`config.mk`:
```
export PLATFORM = sky130hd
export DESIGN_NAME = branch_target_reader_flat
export DESIGN_NICKNAME = d
export VERILOG_FILES = /design/src/rtl/branch_target_reader_if.sv /design/src/rtl/branch_target_reader.sv /design/src/flat_wrapper.sv
export SDC_FILE = /design/constraint.sdc
export NUM_CORES = 1
export LEC_CHECK = 0
export CORE_MARGIN = 2
export CORE_UTILIZATION = 46
export CTS_CLUSTER_SIZE = 40
export DETAILED_ROUTE_END_ITERATION = 10
export HOLD_SLACK_MARGIN = 0.02
export PLACE_DENSITY = 0.75
export SLEW_MARGIN = 30
export SYNTH_ARGS = -nofsm -noshare
export SYNTH_HDL_FRONTEND = slang
export SYNTH_SLANG_ARGS = --single-unit
```
`constraint.sdc`:
```
create_clock -name Clock -period 1.6 [get_ports Clock]
set_input_delay 0.16 -clock Clock [delete_from_list [all_inputs] [get_ports Clock]]
set_output_delay 0.16 -clock Clock [all_outputs]
set_load 0.02 [all_outputs]
```
`src/rtl/branch_target_reader_if.sv`:
```
// rtl/branch_target_reader_if.sv - fetch, branch and address-bus signals of branch_target_reader

interface branch_target_reader_if #(
  parameter int ADDR_BITS = 8
);

  // branch resolution
  logic                 branch_req;
  logic                 branch_taken;

  // shared address bus and select to the branch-destination register
  logic [ADDR_BITS-1:0] bus_d;
  logic                 bus_cs;

  // fetch handshake
  logic                 fetch_ready;
  logic [ADDR_BITS-1:0] pc;
  logic                 pc_valid;

  // status
  logic                 busy;
  logic                 redirect_done;
  logic                 branch_overrun;

  // master drives the branch strobe, the bus and the fetch-side ready
  modport master (
    output branch_req,
    output branch_taken,
    output bus_d,
    output fetch_ready,
    input  bus_cs,
    input  pc,
    input  pc_valid,
    input  busy,
    input  redirect_done,
    input  branch_overrun
  );

  // slave is the reader itself
  modport slave (
    input  branch_req,
    input  branch_taken,
    input  bus_d,
    input  fetch_ready,
    output bus_cs,
    output pc,
    output pc_valid,
    output busy,
    output redirect_done,
    output branch_overrun
  );

endinterface

```
`src/rtl/branch_target_reader.sv`:
```
// rtl/branch_target_reader.sv - fetch PC with branch redirect read from the branch-destination register

module branch_target_reader #(
  parameter int                   ADDR_BITS    = 8,
  parameter logic [ADDR_BITS-1:0] RESET_PC     = '0,
  parameter int                   SETTLE_TICKS = 1
) (
  input  logic                   Clock,
  input  logic                   Reset,
  input  logic                   Tick,
  branch_target_reader_if.slave  brt
);

  // settle counter counts down to zero, so it starts one below the tick count
  localparam logic [3:0] SETTLE_LOAD = 4'(SETTLE_TICKS - 1);

  typedef enum logic [1:0] {
    ST_RUN      = 2'd0,
    ST_SELECT   = 2'd1,
    ST_REDIRECT = 2'd2
  } state_t;

  state_t               state_q, state_d;
  logic [ADDR_BITS-1:0] pc_q, pc_d;
  logic [ADDR_BITS-1:0] target_q, target_d;
  logic [3:0]           cnt_q, cnt_d;
  logic                 overrun_q, overrun_d;
  logic                 done_q, done_d;
  logic                 take;

  assign take = brt.branch_req & brt.branch_taken;

  // next-state: every update is gated by Tick except the one-cycle done pulse
  always_comb begin
    state_d   = state_q;
    pc_d      = pc_q;
    target_d  = target_q;
    cnt_d     = cnt_q;
    overrun_d = overrun_q;
    done_d    = 1'b0;

    if (Tick) begin
      case (state_q)
        ST_RUN: begin
          // a taken branch wins over the handshake; the handshake still consumes pc
          if (take) begin
            state_d = ST_SELECT;
            cnt_d   = SETTLE_LOAD;
          end else if (brt.fetch_ready) begin
            pc_d = pc_q + ADDR_BITS'(1);
          end
        end

        ST_SELECT: begin
          if (take) begin
            overrun_d = 1'b1;
          end
          if (cnt_q != 4'd0) begin
            cnt_d = cnt_q - 4'd1;
          end else begin
            target_d = brt.bus_d;
            state_d  = ST_REDIRECT;
          end
        end

        ST_REDIRECT: begin
          if (take) begin
            overrun_d = 1'b1;
          end
          pc_d    = target_q;
          done_d  = 1'b1;
          state_d = ST_RUN;
        end

        default: begin
          state_d = ST_RUN;
        end
      endcase
    end
  end

  // state register; Reset releases the bus at once because bus_cs decodes from state
  always_ff @(posedge Clock or posedge Reset) begin
    if (Reset) begin
      state_q   <= ST_RUN;
      pc_q      <= RESET_PC;
      target_q  <= '0;
      cnt_q     <= 4'd0;
      overrun_q <= 1'b0;
      done_q    <= 1'b0;
    end else begin
      state_q   <= state_d;
      pc_q      <= pc_d;
      target_q  <= target_d;
      cnt_q     <= cnt_d;
      overrun_q <= overrun_d;
      done_q    <= done_d;
    end
  end

  // outputs come only from flops or from the state decode
  assign brt.bus_cs         = (state_q != ST_SELECT);
  assign brt.pc_valid       = (state_q == ST_RUN);
  assign brt.busy           = (state_q != ST_RUN);
  assign brt.pc             = pc_q;
  assign brt.redirect_done  = done_q;
  assign brt.branch_overrun = overrun_q;

  // the register may only drive the bus while fetch is stalled
  always @(posedge Clock) begin
    assert (brt.bus_cs || !brt.pc_valid);
    assert (!brt.redirect_done || brt.pc_valid);
  end

endmodule
```
`src/flat_wrapper.sv`:
```
// flat-port wrapper written by rule: the top's interface ports become plain ports
module branch_target_reader_flat 
#(
  parameter int                   ADDR_BITS    = 8,
  parameter logic [ADDR_BITS-1:0] RESET_PC     = '0,
  parameter int                   SETTLE_TICKS = 1
)
  (Clock, Reset, Tick, brt_branch_req, brt_branch_taken, brt_bus_d, brt_fetch_ready, brt_bus_cs, brt_pc, brt_pc_valid, brt_busy, brt_redirect_done, brt_branch_overrun);
  branch_target_reader_if #(.ADDR_BITS(ADDR_BITS)) brt_i ();
  input  logic Clock;
  input  logic Reset;
  input  logic Tick;
  input wire logic [$bits(brt_i.branch_req)-1:0] brt_branch_req;
  input wire logic [$bits(brt_i.branch_taken)-1:0] brt_branch_taken;
  input wire logic [$bits(brt_i.bus_d)-1:0] brt_bus_d;
  input wire logic [$bits(brt_i.fetch_ready)-1:0] brt_fetch_ready;
  output wire logic [$bits(brt_i.bus_cs)-1:0] brt_bus_cs;
  output wire logic [$bits(brt_i.pc)-1:0] brt_pc;
  output wire logic [$bits(brt_i.pc_valid)-1:0] brt_pc_valid;
  output wire logic [$bits(brt_i.busy)-1:0] brt_busy;
  output wire logic [$bits(brt_i.redirect_done)-1:0] brt_redirect_done;
  output wire logic [$bits(brt_i.branch_overrun)-1:0] brt_branch_overrun;
  assign brt_i.branch_req = brt_branch_req;
  assign brt_i.branch_taken = brt_branch_taken;
  assign brt_i.bus_d = brt_bus_d;
  assign brt_i.fetch_ready = brt_fetch_ready;
  assign brt_bus_cs = brt_i.bus_cs;
  assign brt_pc = brt_i.pc;
  assign brt_pc_valid = brt_i.pc_valid;
  assign brt_busy = brt_i.busy;
  assign brt_redirect_done = brt_i.redirect_done;
  assign brt_branch_overrun = brt_i.branch_overrun;
  branch_target_reader #(.ADDR_BITS(ADDR_BITS), .RESET_PC(RESET_PC), .SETTLE_TICKS(SETTLE_TICKS)) u_core (.Clock(Clock), .Reset(Reset), .Tick(Tick), .brt(brt_i));
endmodule
```
==> summary.md <==
| Metric | Value |
|---|---|
| Power consumption | 3.75 mW |
| Post-Route WL | 3320 um |
| I/O pin cnt | 27 |
| Critical path launch point type | register |
| Run status | finished, violations left |
| Netlist cell types | 38 |
| Worst setup margin | -0.0248 ns |
| Worst skew pair latency | 0.31 ns |
| WHS | 0.192 ns |
| PortBufs | 26 |
| Diodes inserted | 0 |
| Final slew viol count | 0 |
| Drt pass-1 iters | 7 |
| Mapped Area | 0.00138 sq mm |
| Maximum clock rate | 615 MHz |
| Row cnt | 19 |
| Initial Util | 49.0% |
| Cells after DPL | 204 |
| Core Region | 0.00281 sq mm |
| CP Max Fanout | 8 |
| Clock sinks | 24 |
| Die Area | 0.00344 sq mm |
| Min-delay worst type | in -> async |
| Final min period | 1.62 ns |
| Kind of critical path | reg -> reg |
| Register clock-pin slew on the reported worst setup and hold paths | 0.14 ns |
| Mapped Avg Cell Area | 10.7 sq um |
| Layout Nets | 203 |
| Layout cells sized above 1 | 30.9% |
| Final ANT Viol Nets | 0 |
| Yosys reg bits | 24 |
| Worst Path Buf+Inv | 1 |
| Vias in the first global route | 1274 |
| DIE WIDTH | 58.7 um |
| Ys Warns | 0 |
| Post-synth net total | 150 |
| Antenna violations before repair | 0 |
| First-pass GRT wire length | 5490 um |
| CP delay by family, top | simple AND/OR/NAND/NOR gates |
| Routability Congestion | 0.844 |
| WL per Instance | 15.7 um |
| Syn Inst Count | 129 |
| Drt drc | 3 |
| Rel. slew slack | 76.1% |
| Largest net degree at the start of global routing | 25 |
| CTS H-tree lvls | 1 |
| Unrepaired setup endpoints after global routing | yes |
| Largest stage delay on the critical path | 0.45 ns |
| Vias | 1212 |
| Sequential share of the synthesized area | 43.7% |
| Root Buffer | clkbuf_4 |
| Post-Route Setup TNS | -0.0266 ns |
| Num CTS Buffers | 3 |
| Initial DRC count | 36 |
| Die height | 58.7 um |
| Crit share post-route | 102% |
| Final Non-Filler Cells | 212 |
| Multi-input gate area | 769 sq um |
| Final setup violating endpoints | 2 |
| Violated checks | DRC, setup timing |
| Max-capacitance violation count | 0 |
| Synth-to-Final Area Change | 42.8% |
| Final HPWL DP | 2390 um |
| FF+latch area | 601 sq um |
| Setup crit end kind | register |
| Least-Margin Pin Slew | 0.356 ns |
| Slowest-stage cell, CP | dfrtp_1 |
| Req. time, crit path | 1.81 ns |
| Via-per-instance ratio | 5.72 |
| Pwr dens | 1910 mW/mm^2 |
| Critical Path AT | 1.83 ns |
| CTS max path bufs | 2 |
| Gr ovfl total | 0 |
| Total GRT Usage | 20.6% |
| Fin. Hold Viols | 0 |
| Worst IR Drop VDD | 0.895 mV |
| Leakage | 0.913 nW |
| Fillers | 216 |
| CTS tree | yes |
| Worst-path cell chain | inv_2 > ha_4 > nand3_2 > or4_1 > a21o_1 > nor4b_4 |
| Worst Skew | 0.00248 ns |
[Yosys cell counts]
master | count | area (sq um)
nor3_1 | 1 | 5.00
nand2_1 | 8 | 30.0
a31oi_4 | 1 | 21.3
nand2b_1 | 5 | 31.3
a22oi_1 | 2 | 15.0
o21bai_1 | 3 | 22.5
a21o_1 | 2 | 15.0
a22o_1 | 1 | 8.76
ha_1 | 7 | 87.6
buf_2 | 1 | 5.00
and2_1 | 1 | 6.26
a211o_1 | 1 | 8.76
inv_1 | 11 | 41.3
a211oi_1 | 1 | 7.51
a31o_2 | 1 | 8.76
o211ai_1 | 1 | 7.51
a31oi_1 | 4 | 25.0
mux2_2 | 9 | 101
or4_1 | 1 | 7.51
nor2b_1 | 2 | 12.5
buf_6 | 2 | 22.5
nor2_1 | 8 | 30.0
o2bb2ai_1 | 1 | 8.76
nor4b_4 | 1 | 23.8
o31ai_1 | 5 | 37.5
mux2i_1 | 5 | 50.1
a32o_1 | 1 | 10.0
a21oi_1 | 4 | 20.0
nand4_2 | 1 | 12.5
buf_1 | 1 | 3.75
dfrtp_1 | 24 | 601
nor2_2 | 1 | 6.26
o21ai_0 | 5 | 25.0
nand3_1 | 3 | 15.0
a221oi_2 | 1 | 15.0
nor4_1 | 1 | 6.26
a41o_1 | 1 | 10.0
a21bo_1 | 1 | 10.0
[repair_timing]
item | CTS | global route
cloned | 0 | 0
hold buffers | 0 | 0
endpoints found under the setup margin | 19 | 26
setup buffers | 3 | 1
pin swaps | 4 | 4
resized for setup | 13 | 12
[per-layer routing]
layer	global-route usage, %	wire length (um)
met1	23.6	1300
met2	37.7	1790
met4	9.09	65
met5	0	0
met3	3.30	162
[cells in the final DEF, fill, tap and decap left out, drive strengths merged, types with 7 or more instances in the layout]
master / count
buf: 27
dfrtp: 24
clkdlybuf4s50: 18
inv: 11
mux2: 9
nor2: 9
nand2: 8
ha: 7
[worst paths after layout]
| path | cells after the start | slack [ns] | from | to |
|---|---|---|---|---|
| worst min register to register | 1 | 0.49 | u_core.brt.branch_overrun | u_core.brt.branch_overrun |
| max in group asynchronous | 3 | 1.17 | Reset | u_core.brt.pc[4] |
| min in group Clock | 2 | 0.44 | brt_bus_d[3] | u_core.target_q[3] |
| worst max-delay path | 6 | -0.02 | u_core.state_q[0] | u_core.brt.pc[7] |
| worst min-delay path | 3 | 0.19 | Reset | u_core.target_q[2] |
| worst max register to register | 6 | -0.02 | u_core.state_q[0] | u_core.brt.pc[7] |
[sequential cells by signal (all words and copies together) (netlist names)]
register,count
u_core.cnt_q,4
u_core.brt.pc,8
u_core.target_q,8
u_core.state_q,2
u_core.brt.branch_overrun,1
u_core.brt.redirect_done,1
[cells by family after synthesis]
logic type               count (synthesis)  synth area share, %
AND/OR/NAND/NOR                         33                 13.6
buffers and inverters                   15                 5.28
flip-flops                              24                 43.7
adder cells (fa/ha/maj)                  7                 6.37
AO/OA/AOI/OAI                           36                 20.1
multiplexers                            14                 11.0
[where the power goes]
| part | switching, mW | internal [mW] | leakage, nW |
|---|---|---|---|
| clock network | 0.189 | 0.253 | 0.0279 |
| logic | 1.10 | 1.11 | 0.589 |
| registers | 0.224 | 0.871 | 0.296 |
| total | 1.51 | 2.24 | 0.913 |
[final cells by class]
cell class | count | area share (%)
clock inverter | 1 | 1.53
sequential | 24 | 30.6
multi-input combinational | 90 | 39.2
inverter | 11 | 2.10
clock buffer | 3 | 1.15
timing repair buffer | 52 | 23.5
tap | 31 | 1.98
[tightest hold or removal path: stages]
cell and delay, ns:
clkdlybuf4s50_1 0.40, inv_1 0.06, buf_4 0.30
[metrics by stage]
step | worst slack [ns] | util (%) | area [sq um]
finish | -0.0248 | 70.0 | 1960
global placement | -0.179 | 64.9 | 1820
global route | -0.102 | 70.0 | 1960
CTS | -0.0354 | 68.3 | 1920
floorplan | -0.0227 | - | 1390
detailed placement | -0.232 | 64.9 | 1820
Power figures use the tool's default switching activity.
